$ cat config.mk
export PLATFORM = sky130hd
export DESIGN_NAME = addsub16_selfcheck_flat
export DESIGN_NICKNAME = d
export VERILOG_FILES = /design/src/rtl/addsub16_pkg.sv /design/src/rtl/addsub16_selfcheck_if.sv /design/src/rtl/addsub16_lfsr32.sv /design/src/rtl/addsub16_selfcheck.sv /design/src/flat_wrapper.sv
export SDC_FILE = /design/constraint.sdc
export NUM_CORES = 1
export LEC_CHECK = 0
export ABC_AREA = 1
export BUFFER_PORTS_ARGS = -buffer_cell sky130_fd_sc_hd__buf_2
export CAP_MARGIN = 10
export CORE_MARGIN = 2
export CORE_UTILIZATION = 45
export DETAILED_ROUTE_END_ITERATION = 6
export HOLD_SLACK_MARGIN = 0.15
export PLACE_DENSITY = 0.66
export SLEW_MARGIN = 40
export SYNTH_ARGS = -nofsm -noshare
export SYNTH_HDL_FRONTEND = slang
export SYNTH_SLANG_ARGS = --single-unit
$ cat constraint.sdc
create_clock -name clk -period 3.9 [get_ports clk]
set_input_delay 0.195 -clock clk [delete_from_list [all_inputs] [get_ports clk]]
set_output_delay 0.195 -clock clk [all_outputs]
set_load 0.05 [all_outputs]
$ cat src/rtl/addsub16_pkg.sv
// rtl/addsub16_pkg.sv - shared types, constants and golden model for the add/sub self-check engine
package addsub16_pkg;

    typedef enum logic [2:0] {
        ST_IDLE,
        ST_DRIVE,
        ST_SETTLE,
        ST_CHECK,
        ST_FIN
    } state_e;

    localparam logic [31:0] LFSR_POLY = 32'h8020_0003;

    // Corner patterns indexed by idx 0..3; element [0] is the rightmost word.
    localparam logic [3:0][15:0] CORNER_A   = {16'h0000, 16'hFFFF, 16'h8000, 16'h7FFF};
    localparam logic [3:0][15:0] CORNER_B   = {16'h0001, 16'h0001, 16'h0001, 16'h0001};
    localparam logic [3:0]       CORNER_ADD = 4'b0101;

    // Returns {O, C, S}; subtraction is A + ~B + 1, so C=1 means no borrow.
    function automatic logic [17:0] addsub16_ref(input logic [15:0] a,
                                                 input logic [15:0] b,
                                                 input logic        add);
        logic [16:0] r;
        logic        o;
        if (add) begin
            r = {1'b0, a} + {1'b0, b};
            o = (a[15] == b[15]) && (r[15] != a[15]);
        end else begin
            r = {1'b0, a} + {1'b0, ~b} + 17'd1;
            o = (a[15] != b[15]) && (r[15] != a[15]);
        end
        return {o, r};
    endfunction

endpackage

$ cat src/rtl/addsub16_selfcheck_if.sv
// rtl/addsub16_selfcheck_if.sv - operand/response bus between the checker and the adder under test
interface addsub16_selfcheck_if;
    logic [15:0] A;
    logic [15:0] B;
    logic        Add_ctrl;
    logic [15:0] SUM;
    logic        C_out;
    logic        O;

    modport master (output A, output B, output Add_ctrl,
                    input  SUM, input C_out, input O);
    modport slave  (input  A, input B, input Add_ctrl,
                    output SUM, output C_out, output O);
endinterface

$ cat src/rtl/addsub16_lfsr32.sv
// rtl/addsub16_lfsr32.sv - 32-bit right-shifting Galois LFSR with synchronous load
import addsub16_pkg::*;

module addsub16_lfsr32 #(
    parameter logic [31:0] SEED = 32'hACE1_2468
) (
    input  logic        clk,
    input  logic        rst_n,
    input  logic        enable_i,
    input  logic        load_i,
    input  logic [31:0] seed_i,
    output logic [31:0] state_o
);

    logic [31:0] state_q;
    logic [31:0] state_d;

    always_comb begin
        state_d = state_q;
        if (load_i) begin
            state_d = seed_i;
        end else if (enable_i) begin
            state_d = state_q[0] ? ((state_q >> 1) ^ LFSR_POLY) : (state_q >> 1);
        end
    end

    always_ff @(posedge clk or negedge rst_n) begin
        if (!rst_n) begin
            state_q <= SEED;
        end else begin
            state_q <= state_d;
        end
    end

    assign state_o = state_q;

endmodule

$ cat src/rtl/addsub16_selfcheck.sv
// rtl/addsub16_selfcheck.sv - BIST pattern engine and response checker for a 16-bit add/sub datapath
import addsub16_pkg::*;

module addsub16_selfcheck #(
    parameter int          N_PATTERNS = 10000,
    parameter int          SETTLE_CYC = 1,
    parameter logic [31:0] SEED       = 32'hACE1_2468
) (
    input  logic                          clk,
    input  logic                          rst_n,
    input  logic                          start,
    addsub16_selfcheck_if.master          dut_if,
    output logic                          busy,
    output logic                          done,
    output logic                          pass,
    output logic [16:0]                   err_cnt,
    output logic [15:0]                   first_err_idx
);

    localparam logic [15:0] LAST_IDX = 16'(N_PATTERNS - 1);
    localparam logic [16:0] ERR_MAX  = 17'h1FFFF;

    state_e      state_q, state_d;
    logic [15:0] idx_q, idx_d;
    logic [3:0]  wait_q, wait_d;
    logic [15:0] a_q, a_d, b_q, b_d;
    logic        ctrl_q, ctrl_d;
    logic        busy_q, busy_d, done_q, done_d, pass_q, pass_d;
    logic [16:0] err_q, err_d;
    logic [15:0] fei_q, fei_d;

    logic        lfsr_en, lfsr_load;
    logic [31:0] lfsr_state;
    logic [15:0] idx_nxt;
    logic [17:0] gold;
    logic        mis_s, mis_c, mis_o;
    logic [17:0] err_sum;

    addsub16_lfsr32 #(.SEED(SEED)) u_lfsr (
        .clk      (clk),
        .rst_n    (rst_n),
        .enable_i (lfsr_en),
        .load_i   (lfsr_load),
        .seed_i   (SEED),
        .state_o  (lfsr_state)
    );

    // Response check against the operands currently held on the bus.
    assign gold    = addsub16_ref(a_q, b_q, ctrl_q);
    assign mis_s   = (dut_if.SUM   !== gold[15:0]);
    assign mis_c   = (dut_if.C_out !== gold[16]);
    assign mis_o   = (dut_if.O     !== gold[17]);
    assign err_sum = {1'b0, err_q} + {17'd0, mis_s} + {17'd0, mis_c} + {17'd0, mis_o};
    assign idx_nxt = idx_q + 16'd1;

    always_comb begin
        state_d   = state_q;
        idx_d     = idx_q;
        wait_d    = wait_q;
        a_d       = a_q;
        b_d       = b_q;
        ctrl_d    = ctrl_q;
        busy_d    = busy_q;
        done_d    = done_q;
        pass_d    = pass_q;
        err_d     = err_q;
        fei_d     = fei_q;
        lfsr_en   = 1'b0;
        lfsr_load = 1'b0;

        case (state_q)
            ST_IDLE: begin
                if (start) begin
                    err_d     = '0;
                    fei_d     = 16'hFFFF;
                    done_d    = 1'b0;
                    pass_d    = 1'b0;
                    busy_d    = 1'b1;
                    idx_d     = '0;
                    lfsr_load = 1'b1;
                    state_d   = ST_DRIVE;
                end
            end
            ST_DRIVE: begin
                if (idx_q < 16'd4) begin
                    a_d    = CORNER_A[idx_q[1:0]];
                    b_d    = CORNER_B[idx_q[1:0]];
                    ctrl_d = CORNER_ADD[idx_q[1:0]];
                end else begin
                    a_d    = lfsr_state[15:0];
                    b_d    = lfsr_state[31:16];
                    ctrl_d = lfsr_state[0] ^ idx_q[0];
                end
                if (SETTLE_CYC == 0) begin
                    state_d = ST_CHECK;
                end else begin
                    wait_d  = 4'(SETTLE_CYC - 1);
                    state_d = ST_SETTLE;
                end
            end
            ST_SETTLE: begin
                if (wait_q == 4'd0) begin
                    state_d = ST_CHECK;
                end else begin
                    wait_d = wait_q - 4'd1;
                end
            end
            ST_CHECK: begin
                err_d = err_sum[17] ? ERR_MAX : err_sum[16:0];
                // err_q only leaves zero on a mismatch, so it marks the first failing pattern.
                if ((mis_s || mis_c || mis_o) && (err_q == 17'd0)) begin
                    fei_d = idx_q;
                end
                if (idx_q == LAST_IDX) begin
                    state_d = ST_FIN;
                end else begin
                    idx_d   = idx_nxt;
                    lfsr_en = (idx_nxt >= 16'd4);
                    state_d = ST_DRIVE;
                end
            end
            ST_FIN: begin
                busy_d  = 1'b0;
                done_d  = 1'b1;
                pass_d  = (err_q == 17'd0);
                state_d = ST_IDLE;
            end
            default: begin
                state_d = ST_IDLE;
            end
        endcase
    end

    always_ff @(posedge clk or negedge rst_n) begin
        if (!rst_n) begin
            state_q <= ST_IDLE;
            idx_q   <= '0;
            wait_q  <= '0;
            a_q     <= '0;
            b_q     <= '0;
            ctrl_q  <= 1'b0;
            busy_q  <= 1'b0;
            done_q  <= 1'b0;
            pass_q  <= 1'b0;
            err_q   <= '0;
            fei_q   <= 16'hFFFF;
        end else begin
            state_q <= state_d;
            idx_q   <= idx_d;
            wait_q  <= wait_d;
            a_q     <= a_d;
            b_q     <= b_d;
            ctrl_q  <= ctrl_d;
            busy_q  <= busy_d;
            done_q  <= done_d;
            pass_q  <= pass_d;
            err_q   <= err_d;
            fei_q   <= fei_d;
        end
    end

    assign dut_if.A        = a_q;
    assign dut_if.B        = b_q;
    assign dut_if.Add_ctrl = ctrl_q;
    assign busy            = busy_q;
    assign done            = done_q;
    assign pass            = pass_q;
    assign err_cnt         = err_q;
    assign first_err_idx   = fei_q;

endmodule

$ cat src/flat_wrapper.sv
// flat-port wrapper written by rule: the top's interface ports become plain ports
module addsub16_selfcheck_flat 
#(
    parameter int          N_PATTERNS = 10000,
    parameter int          SETTLE_CYC = 1,
    parameter logic [31:0] SEED       = 32'hACE1_2468
)
  (clk, rst_n, start, busy, done, pass, err_cnt, first_err_idx, dut_if_A, dut_if_B, dut_if_Add_ctrl, dut_if_SUM, dut_if_C_out, dut_if_O);
  addsub16_selfcheck_if dut_if_i ();
  input  logic clk;
  input  logic rst_n;
  input  logic start;
  output logic busy;
  output logic done;
  output logic pass;
  output logic [16:0] err_cnt;
  output logic [15:0] first_err_idx;
  output wire logic [$bits(dut_if_i.A)-1:0] dut_if_A;
  output wire logic [$bits(dut_if_i.B)-1:0] dut_if_B;
  output wire logic [$bits(dut_if_i.Add_ctrl)-1:0] dut_if_Add_ctrl;
  input wire logic [$bits(dut_if_i.SUM)-1:0] dut_if_SUM;
  input wire logic [$bits(dut_if_i.C_out)-1:0] dut_if_C_out;
  input wire logic [$bits(dut_if_i.O)-1:0] dut_if_O;
  assign dut_if_A = dut_if_i.A;
  assign dut_if_B = dut_if_i.B;
  assign dut_if_Add_ctrl = dut_if_i.Add_ctrl;
  assign dut_if_i.SUM = dut_if_SUM;
  assign dut_if_i.C_out = dut_if_C_out;
  assign dut_if_i.O = dut_if_O;
  addsub16_selfcheck #(.N_PATTERNS(N_PATTERNS), .SETTLE_CYC(SETTLE_CYC), .SEED(SEED)) u_core (.clk(clk), .rst_n(rst_n), .start(start), .dut_if(dut_if_i), .busy(busy), .done(done), .pass(pass), .err_cnt(err_cnt), .first_err_idx(first_err_idx));
endmodule
==> metrics.md, run 1 <==
| Metric | Value |
|---|---|
| Status | finished, violations left |
| Failing checks | setup timing |
| Worst Reg-to-Reg Cells | 26 |
| R2R Setup Slk | -0.32 ns |
| Final setup violation count | 17 |
| Drt initial violations | about 500 |
| Register bit total from synthesis | 124 |
| Fmax | between 200 and 250 MHz |
| Crit Path Class | flop to flop |
| Ports | 90 |
| Num CTS Buffers | 17 |
| Asr flop ratio synth | 1.00 |
| Root buffer cell | clkbuf_16 |
| Initial Util | 0.460 |
| Final worst-path cycle share | 1.08 |
| CP startpoint kind | flop |
| Crit-path max FO | 3 |
| Synth-to-Final Area Change | 37.0% |
| CP peak stage delay | 0.56 ns |
| Worst path most repeated cell | inv_2 |
| Commonest non-fill, non-tap cell in the layout | nand2_1 |
| Yosys warns | 0 |
| Largest net degree at the start of global routing | 68 |
| Post-DRT Antenna Nets | 0 |
| Post-synth EDFFs | 0 |
| Post-Syn Nets | approximately 1200 |
| Die ar. | 19500 um2 |
| Placeable Area | approximately 18000 um2 |
| Grt ovf | 0 |
| Relative slew margins | 0.630 |
| Height of the die | between 100 and 150 um |
| Commonest cells after routing, fill and taps aside | nand2_1 (291), buf_4 (172), inv_1 (128) |
| DP HPWL | ~18 mm |
| Worst-Margin Slew | 0.554 ns |
| Syn avg cell area | between 7 and 8 um2 |
| Post-route setup slack | -0.317 ns |
| GR Util All Layers | 0.253 |
| Longest Clk Path Bufs | 2 |
| Hold Fails Final Rpt | 0 |
| Worst EP required | 4.18 ns |
| Max_cap viols | 0 |
| Num rows | approximately 50 |
| Drt pass-1 iters | 4 |
| CTS sink cnt | about 120 |
| Reg-to-reg startpoint | u_core.dut_if.B[0]$_DFFE_PN0P_ |
| Synth Cell Area | ~8300 um2 |
| Slew Viols, Final | 0 |
| WL/cell | around 15 um |
| Fraction of layout cells with a size suffix above 1 | 0.353 |
| Cell family with most CP delay | simple AND/OR/NAND/NOR gates |
| RSZ-0062 raised after global routing | yes |
| Htree depth | 4 |
| Initial antenna violation count | 0 |
| DRC Markers | 0 |
| WL final | approximately 24 mm |
| Overall die width | 140 um |
| Primary FF master, synth | dfrtp_1 |
| Mean number of vias per cell | around 5.2 |
| GPL Wtd Cong | approximately 0.93 |
| NumNets Final | ~1400 |
| Pre-CTS setup slack | -0.373 ns |
| Worst path buffer plus inverter count | 4 |
| Yosys cell types | 46 |
| Vias in the first global route | approximately 8300 |
| Minimum clock period | between 4 and 5 ns |
| PortBufs | ~90 |
| RR Endpoint | u_core.err_cnt[16]$_DFFE_PN0P_ |
| Worst hold path type | primary input to asynchronous set/reset pin |
| Crit path DAT | 4.50 ns |
| Crit-path slowest cell | fa_2 |
| Mapped Cells | 1139 |
| First-pass GRT wire length | approximately 41 mm |
| DR vias | 8403 |
| Sequential area share after synthesis | 0.380 |
| Clock Latency Late Sink | 0.42 ns |
| Skew final | just under 0.009 ns |
| N_diodes | 0 |
| Critical path capture point type | flop |
| Reg clk slew, reported paths | 0.06 ns |
| CTS tree | yes |
==> synth_stat cells (all sizes together), types with 2 or more instances <==
| cell type | instances | area (um2) |
|---|---|---|
| buf | 26 | 159 |
| o31ai | 3 | 22.5 |
| o21ai | 81 | 409 |
| nor4 | 8 | 62.6 |
| o21bai | 6 | 45.0 |
| a2bb2oi | 13 | 114 |
| nand3b | 2 | 15.0 |
| nand3 | 132 | 666 |
| xor2 | 22 | 193 |
| or2 | 2 | 12.5 |
| nor2 | 79 | 319 |
| inv | 159 | 597 |
| clkbuf | 19 | 71.3 |
| ha | 39 | 488 |
| nand2 | 314 | 1210 |
| fa | 4 | 80.1 |
| dfrtp | 95 | 2380 |
| xnor2 | 9 | 78.8 |
| a21oi | 34 | 185 |
| nand4 | 21 | 138 |
| dfstp | 29 | 762 |
| o22ai | 16 | 100 |
| and2 | 2 | 12.5 |
| nor3 | 17 | 101 |
| o211ai | 2 | 15.0 |
==> worst max path at each step <==
stage / slack, ns / depth (start not counted) / end / startpoint
floorplan: -0.22 / 25 / u_core.err_cnt[16]$_DFFE_PN0P_ / u_core.dut_if.B[0]$_DFFE_PN0P_
global placement: -0.25 / 25 / u_core.err_cnt[16]$_DFFE_PN0P_ / u_core.dut_if.B[11]$_DFFE_PN0P_
detailed placement: -0.37 / 25 / u_core.err_cnt[16]$_DFFE_PN0P_ / u_core.dut_if.B[11]$_DFFE_PN0P_
CTS: -0.26 / 26 / u_core.err_cnt[16]$_DFFE_PN0P_ / u_core.dut_if.B[0]$_DFFE_PN0P_
global route: -0.63 / 26 / u_core.err_cnt[16]$_DFFE_PN0P_ / u_core.dut_if.B[0]$_DFFE_PN0P_
finish: -0.32 / 26 / u_core.err_cnt[16]$_DFFE_PN0P_ / u_core.dut_if.B[0]$_DFFE_PN0P_
==> cell families after synthesis <==
family,after synthesis,share of synthesized area
AOI/OAI and AO/OA,158,0.110
xor gates and xnor gates,31,0.0329
adders and majority gates,43,0.0687
buffers and inverters,205,0.101
DFF,124,0.380
and+or+nand+nor,578,0.308
==> through the flow <==
step	util	hold slack [ns]	area, um2	instances	setup TNS, ns
floorplan	-	-0.101	8520	1139	-1.23
global placement	0.564	0.313	10100	1562	-2.63
detailed placement	0.564	0.309	10100	1562	-3.78
CTS	0.606	0.410	10900	1607	-2.54
global route	0.630	0.360	11300	1623	-8.93
finish	0.630	0.319	11300	1623	-3.99
==> area by class of cell <==
type                       instances  area, um2
tap                              229        287
fill                            1606       6640
multi-input combinational        810       4830
sequential                       124       3180
inverter                         160        603
timing repair buffer             268       1850
clock inverter                    15        149
clock buffer                      17        425
==> timing repair <==
item / CTS / global route
buffers inserted: 13 / 15
hold buffers: 2 / 0
pin swaps: 5 / 21
hold endpoints to repair: 49 / 0
endpoints found under the setup margin: 15 / 17
cloned: 0 / 1
gates resized for setup: 27 / 67
==> worst register-to-register path, stage by stage, from the launching register on <==
cell and delay, ns:
dfrtp_2 0.42, ha_4 0.16, inv_2 0.04, fa_2 0.35
inv_2 0.08, nand2_2 0.05, nand2_2 0.06, nand4_1 0.14
nand2_1 0.11, nand3_1 0.10, nand3_2 0.11, nand2_4 0.07
xor2_2 0.17, inv_2 0.06, fa_2 0.56, ha_4 0.14
fa_2 0.24, nand3_4 0.09, nor3_4 0.22, inv_2 0.07
nor2_4 0.14, nand3_2 0.08, or2_4 0.25, nor3_4 0.12
xor2_1 0.08, o21ai_1 0.11, o21ai_1 0.07
==> flip-flops by register name, summed over array words and instances (netlist names) <==
signal / count
u_core.state_q: 3
u_core.u_lfsr.state_o: 32
u_core.dut_if.Add_ctrl: 1
u_core.dut_if.B: 16
u_core.first_err_idx: 16
u_core.busy: 1
u_core.pass: 1
u_core.dut_if.A: 16
u_core.idx_q: 16
u_core.err_cnt: 17
u_core.done: 1
u_core.wait_q: 4
==> layer usage <==
layer	up-vias	wire length, um	track usage
met5	-	0	0
met4	0	347	0.0633
met3	28	1050	0.0399
met2	192	11800	0.423
met1	4010	11300	0.345
li1	4173	-	-
Power of run 1 is left out: the tool's default activity adds up to more than one toggle a clock period on the data nets, which glitch-free logic cannot reach.
==> inputs of run 2 (changes only) <==
--- a/config.mk
+++ b/config.mk
@@ -5,7 +5,6 @@
 export SDC_FILE = /design/constraint.sdc
 export NUM_CORES = 1
 export LEC_CHECK = 0
-export ABC_AREA = 1
 export BUFFER_PORTS_ARGS = -buffer_cell sky130_fd_sc_hd__buf_2
 export CAP_MARGIN = 10
 export CORE_MARGIN = 2
==> run 2 against run 1 <==
  * Largest cell class unchanged
  * Via count is 15% lower
  * Design area is 8.8% lower
  * Critical path type unchanged
  * The run still ends with setup timing left
  * Wire length is 13% lower
  * Non-clock buffer count is 38 lower
==> metrics.md, run 2 <==
| Metric | Value |
|---|---|
| Status | finished, violations left |
| Initial Util | 0.459 |
| Worst EP required | roughly 4.2 ns |
| Synth-to-Final Area Change | 30.6% |
| Crit-path max FO | 4 |
| CTS tree | yes |
| Share of the synthesized area in the top cell type | 0.301 |
| Final worst-path cycle share | 1.13 |
| Post-Syn Nets | between 900 and 1000 |
| DP HPWL | roughly 15 mm |
| Height of the die | ~140 um |
| Vias in the first global route | 6956 |
| Commonest cells in the synthesized netlist | nor2_1 (105), dfrtp_1 (95), nand2_1 (93) |
| CP endpoint | u_core.err_cnt[15]$_DFFE_PN0P_ |
| Crit path launch | u_core.dut_if.A[0]$_DFFE_PN0P_ |
| Hold Fails Final Rpt | 0 |
| Initial antenna violation count | 0 |
| Ports | 90 |
| Fraction of layout cells with a size suffix above 1 | 0.327 |
| Crit path DAT | roughly 4.7 ns |
| Cell taking the most area after synthesis | dfrtp_1 |
| Minimum clock period | about 4.4 ns |
| Post-route cell area | around 10000 um2 |
| Worst Reg-to-Reg Cells | 22 |
| Crit Path Class | flop to flop |
| Drt pass-1 iters | 5 |
| Cell family with most CP delay | compound AO/OA/AOI/OAI gates |
| Leak | around 4.9 nW |
| DR vias | about 7100 |
| Overall die width | 137 um |
| CTS sink cnt | between 100 and 150 |
| Asr flop ratio synth | 1.00 |
| Hold Slack | 0.364 ns |
| GPL Wtd Cong | ~0.9 |
| VDD IR max | approximately 0.0006 V |
| Commonest cells after routing, fill and taps aside | buf_4 (135), nor2_1 (99), nand2_1 (89) |
| Skew final | between 0.006 and 0.007 ns |
| Failing checks | setup timing |
| Sequential area share after synthesis | 0.397 |
| Layout Cells excl Fill | 1323 |
| Post-route setup slack | -0.491 ns |
| Post-DRT Antenna Nets | 0 |
| Worst path buffer plus inverter count | 3 |
| Yosys warns | 0 |
| Root buffer cell | clkbuf_16 |
| WL final | 21.3 mm |
| Grt ovf | 0 |
| Syn avg cell area | about 9 um2 |
| Mean number of vias per cell | 5.38 |
| Drt initial violations | 499 |
| Post-synth EDFFs | 0 |
| Fmax | about 230 MHz |
| Reg clk slew, reported paths | around 0.060 ns |
| Worst-Margin Slew | roughly 0.64 ns |
| Slew Viols, Final | 0 |
| Num rows | between 40 and 50 |
| Register bit total from synthesis | between 100 and 150 |
| Placeable Area | about 17000 um2 |
| Die ar. | around 19000 um2 |
| Levels on crit path | 22 |
| RSZ-0062 raised after global routing | yes |
| Crit path cell chain | inv_2 -> ha_4 -> inv_4 -> fa_2 -> a21o_1 -> a221oi_4 -> a2bb2oi_2 -> o31ai_1 -> a21o_1 -> a21o_1 -> a311oi_2 -> xor2_1 -> inv_1 -> fa_2 -> ha_4 -> a21o_1 -> nand2_2 -> nor2_4 -> nand3_2 -> nor2_2 -> and3_1 -> nor3_1 |
| Final core utilization | 0.599 |
| Yosys cell types | 70 |
| WL/cell | 16.1 um |
| GR Util All Layers | 0.236 |
| Relative slew margins | 0.574 |
| Area contributors post-synth | dfrtp_1 (30%), dfstp_2 (9.6%), mux2i_1 (6.2%) |
| N_diodes | 0 |
| Mapped Cells | between 800 and 900 |
| Pwr dens | about 1100 nW/um2 |
| Worst hold path type | primary input to asynchronous set/reset pin |
| Worst path most repeated cell | a21o_1 |
| Clock Latency Late Sink | slightly above 0.4 ns |
| RR Endpoint | u_core.err_cnt[15]$_DFFE_PN0P_ |
| Primary FF master, synth | dfrtp_1 |
| Cell Area, Placed | roughly 9500 um2 |
| CP startpoint kind | flop |
| Max_cap viols | 0 |
| Filler cells | 1550 |
| Num CTS Buffers | 17 |
| Longest Clk Path Bufs | 2 |
| Critical path capture point type | flop |
| Post-Place Cells | roughly 1300 |
| Htree depth | 4 |
| R2R Setup Slk | -0.49 ns |
| Reg-to-reg startpoint | u_core.dut_if.A[0]$_DFFE_PN0P_ |
| PortBufs | between 80 and 90 |
| CP peak stage delay | between 0.5 and 0.6 ns |
| NumNets Final | between 1000 and 1500 |
| Largest net degree at the start of global routing | a little over 70 |
| Commonest non-fill, non-tap cell in the layout | buf_4 |
| Crit-path slowest cell | fa_2 |
| Max FFs per register | 32 |
| First-pass GRT wire length | about 35 mm |
| Most frequent cell after synthesis | nor2_1 |
| Power Total | roughly 11 mW |
| Synth Cell Area | just under 8000 um2 |
| Final setup violation count | 17 |
| DRC Markers | 0 |
run 2: changes by cell type in the layout (fill, tap and decap cells not counted), moves of 18 or more:
cell	before	now
nor2_1	62	99
dfrtp_1	64	82
mux2i_1	0	49
xnor2_1	9	29
dfrtp_2	31	13
nand3_1	117	21
inv_2	30	1
buf_4	172	135
nand2_1	291	89
o21ai_1	33	3
inv_1	128	50
o21ai_0	44	63
run 2: worst min-delay path by stage:
stage | slack, ns | to | depth (start not counted)
final | 0.36 | u_core.idx_q[9]$_DFFE_PN0P_ | 2
after global routing | 0.42 | u_core.idx_q[8]$_DFFE_PN0P_ | 2
after CTS | 0.38 | u_core.idx_q[9]$_DFFE_PN0P_ | 2
after detailed placement | 0.25 | u_core.idx_q[8]$_DFFE_PN0P_ | 1
after global placement | 0.38 | u_core.idx_q[8]$_DFFE_PN0P_ | 1
after floorplan | -0.10 | u_core.busy$_DFFE_PN0P_ | 0
run 2: logic make-up (layout without fill, tap and decap cells):
kind of cell	Yosys count	after routing	synth area share
simple gates	306	306	0.178
compound gates	213	213	0.179
flops	124	124	0.397
buf+inv	106	314	0.0567
mux	51	51	0.0649
xor+xnor	47	47	0.0530
fa+ha+maj	43	43	0.0718
run 2: timing repair:
item / CTS / global route
hold buffers: 2 / 0
pin swaps: 5 / 4
resized for setup: 13 / 19
endpoints found under the setup margin: 17 / 33
endpoints found under the hold margin: 48 / 0
setup buffers: 6 / 5
run 2: worst reg2reg max path: cells and delay by family, from the launching register on:
family | cells | cell delay, ns
AO/OA/AOI/OAI | 8 | 1.48
XOR/XNOR | 1 | 0.23
adder cells (fa/ha/maj) | 4 | 1.17
buffers and inverters | 3 | 0.20
flip-flops | 1 | 0.42
AND/OR/NAND/NOR | 6 | 0.77
run 2: layout make-up:
type | count | area, um2 | share of cell area
Sequential cell | 124 | 3160 | 0.306
Timing Repair Buffer | 230 | 1550 | 0.150
Clock inverter | 11 | 144 | 0.0139
Tap cell | 225 | 282 | 0.0273
Multi-Input combinational cell | 660 | 4540 | 0.439
Inverter | 52 | 198 | 0.0192
Clock buffer | 21 | 460 | 0.0446
run 2: metal layers:
layer,vias up,track usage,wire length (um)
met5,-,0,0
met4,0,0.0660,322
met3,30,0.0441,1120
met2,212,0.380,10100
met1,3370,0.326,9830
li1,3505,-,-
run 2: per-stage QoR:
step	setup TNS, ns	setup slack, ns
2_1_floorplan	-6.39	-0.523
6_report	-6.95	-0.491
3_5_place_dp	-8.19	-0.585
5_1_grt	-11.19	-0.748
4_1_cts	-5.68	-0.400
3_3_place_gp	-6.05	-0.446
run 2: power breakdown:
part | switching (mW) | internal [mW] | total, mW | leakage, nW
Sequential | 0.385 | 1.83 | 2.22 | 1.54
Clock | 0.567 | 1.03 | 1.60 | 0.285
Combinational | 4.09 | 2.94 | 7.03 | 3.09
Total | 5.04 | 5.80 | 10.8 | 4.91
(Power assumes the default switching activity.)
==> inputs of run 3 (changes only) <==
--- a/config.mk
+++ b/config.mk
@@ -7,6 +7,7 @@
 export LEC_CHECK = 0
 export BUFFER_PORTS_ARGS = -buffer_cell sky130_fd_sc_hd__buf_2
 export CAP_MARGIN = 10
+export CORE_ASPECT_RATIO = 1.2
 export CORE_MARGIN = 2
 export CORE_UTILIZATION = 45
 export DETAILED_ROUTE_END_ITERATION = 6
==> run 3 against run 2 <==
  * The run still ends with setup timing left
  * Non-clock buffer count increased by 21
  * Global-route usage decreased by 1.2 points
  * Count of clock-buffer cells in the layout decreased by 3
  * Critical endpoint is now u_core.err_cnt[8]$_DFFE_PN0P_
  * Via count increased by 1.3%
  * Register-to-register slack got worse by 0.09 ns
  * Worst setup slack got worse by 0.088 ns
  * Sequential power about the same
  * Maximum frequency decreased by 2.0%
==> metrics.md, run 3 (same netlist as run 2, synthesis figures left out) <==
| Metric | Value |
|---|---|
| Worst path most repeated cell | buf_4 |
| Num CTS Buffers | 17 |
| Final worst-path cycle share | 1.15 |
| Initial Util | 0.455 |
| Commonest non-fill, non-tap cell in the layout | buf_4 |
| Crit path cell chain | inv_2 -> ha_4 -> inv_2 -> fa_2 -> a21o_1 -> a221oi_4 -> buf_4 -> buf_6 -> a211oi_2 -> a2bb2oi_2 -> a31oi_1 -> nor4bb_2 -> buf_4 -> nand3_4 -> a2111oi_4 -> nand3b_1 -> ha_4 -> fa_2 -> nand2_2 -> nor3_4 -> buf_4 -> a211oi_2 |
| Crit Path Class | flop to flop |
| Post-route setup slack | -0.579 ns |
| Height of the die | between 100 and 150 um |
| Post-DRT Antenna Nets | 0 |
| Cell family with most CP delay | compound AO/OA/AOI/OAI gates |
| NumNets Final | ~1200 |
| Worst-Margin Slew | slightly below 0.7 ns |
| Minimum clock period | about 4.5 ns |
| Leak | between 5 and 6 nW |
| Max FFs per register | 32 |
| CP peak stage delay | 0.42 ns |
| Status | finished, violations left |
| Largest net degree at the start of global routing | approximately 130 |
| Final setup violation count | 33 |
| Num rows | between 50 and 60 |
| WL final | around 21 mm |
| DP HPWL | 14.7 mm |
| DRC Markers | 0 |
| Crit-path slowest cell | dfrtp_2 |
| Mean number of vias per cell | about 5.4 |
| N_diodes | 0 |
| Overall die width | around 130 um |
| Worst hold path type | primary input to asynchronous set/reset pin |
| R2R Setup Slk | -0.58 ns |
| PortBufs | about 90 |
| Fraction of layout cells with a size suffix above 1 | 0.351 |
| Hold Slack | around 0.36 ns |
| Pwr dens | between 1000 and 1500 nW/um2 |
| CTS sink cnt | 124 |
| Fmax | between 200 and 250 MHz |
| Power Total | 11.3 mW |
| Crit-path max FO | 6 |
| RSZ-0062 raised after global routing | yes |
| CTS tree | yes |
| Critical path capture point type | flop |
| Reg clk slew, reported paths | approximately 0.06 ns |
| GPL Wtd Cong | 0.878 |
| VDD IR max | 0.000461 V |
| First-pass GRT wire length | 34.5 mm |
| Total Neg Setup Slack | -15.99 ns |
| Longest Clk Path Bufs | 2 |
| Die ar. | between 15000 and 20000 um2 |
| Synth-to-Final Area Change | 35.5% |
| Commonest cells after routing, fill and taps aside | buf_4 (144), nor2_1 (99), nand2_1 (89) |
| Vias in the first global route | slightly above 7000 |
| Skew final | between 0.006 and 0.007 ns |
| Htree depth | 4 |
| WL/cell | 15.6 um |
| Relative slew margins | 0.546 |
| Placeable Area | roughly 17000 um2 |
| Worst EP required | roughly 4.2 ns |
| GR Util All Layers | 0.224 |
| Ports | 90 |
| Failing checks | setup timing |
| Drt pass-1 iters | 5 |
| Drt initial violations | 442 |
| Clock Latency Late Sink | about 0.42 ns |
| Root buffer cell | clkbuf_16 |
| Initial antenna violation count | 0 |
| Hold Fails Final Rpt | 0 |
| Grt ovf | 0 |
| CP startpoint kind | flop |
| Max_cap viols | 0 |
| Worst path buffer plus inverter count | 6 |
| DR vias | between 7000 and 8000 |
| Slew Viols, Final | 0 |
| Crit path DAT | between 4 and 5 ns |
## run 3: changes by cell type in the layout (fill, tap and decap cells not counted), sizes merged
cell / change
clkinv: -1
buf: +20
clkbuf: -2
nand2: +1
inv: +1
bufinv: +3
## run 3: stage by stage
stage / cell area (um2) / worst slack [ns] / cells / utilization
after floorplan: 8010 / -0.523 / 890 / -
after CTS: 10400 / -0.506 / 1328 / 0.600
after detailed placement: 9590 / -0.914 / 1288 / 0.552
after global routing: 10700 / -0.781 / 1340 / 0.617
final: 10700 / -0.579 / 1340 / 0.617
after global placement: 9590 / -0.694 / 1288 / 0.552
## run 3: final cells by class
class | instances | area, um2
fill | 1492 | 6660
timing repair buffer | 251 | 1770
clock buffer | 18 | 439
clock inverter | 14 | 241
inverter | 52 | 195
tap | 220 | 275
multi-input combinational | 661 | 4630
sequential | 124 | 3160
## run 3: path summary, 6_finish.rpt
kind,from,to,depth (start not counted)
max reg2reg,u_core.dut_if.A[0]$_DFFE_PN0P_,u_core.err_cnt[8]$_DFFE_PN0P_,22
min,rst_n,u_core.err_cnt[2]$_DFFE_PN0P_,3
min in group clk,u_core.idx_q[15]$_DFFE_PN0P_,u_core.idx_q[15]$_DFFE_PN0P_,1
max,u_core.dut_if.A[0]$_DFFE_PN0P_,u_core.err_cnt[8]$_DFFE_PN0P_,22
min reg2reg,u_core.idx_q[15]$_DFFE_PN0P_,u_core.idx_q[15]$_DFFE_PN0P_,1
max in group asynchronous,rst_n,u_core.dut_if.A[2]$_DFFE_PN0P_,3
## run 3: where the power goes
part / switching [mW] / internal [mW]
combinational: 4.16 / 3.10
clock: 0.591 / 1.22
sequential: 0.364 / 1.83
## run 3: routing by layer
layer,up-vias,wire (um),GRT usage
met5,-,0,0
li1,3558,-,-
met1,3479,9360,0.293
met4,0,202,0.0561
met3,18,743,0.0373
met2,151,10600,0.389
## run 3: repair_timing
item	CTS	global route
hold endpoints to repair	96	0
pin swaps	11	11
hold buffers	2	0
resized for setup	24	35
setup buffers	6	12
setup endpoints to repair	17	33
cloned	1	1
## run 3: worst register-to-register path, cell delays in order (launching register included)
cell       delay, ns
dfrtp_2         0.42
inv_2           0.07
ha_4            0.12
inv_2           0.04
fa_2            0.33
a21o_1          0.21
a221oi_4        0.30
buf_4           0.17
buf_6           0.11
a211oi_2        0.04
a2bb2oi_2       0.14
a31oi_1         0.13
nor4bb_2        0.28
buf_4           0.16
nand3_4         0.10
a2111oi_4       0.31
nand3b_1        0.24
ha_4            0.24
fa_2            0.36
nand2_2         0.16
nor3_4          0.09
buf_4           0.16
a211oi_2        0.20
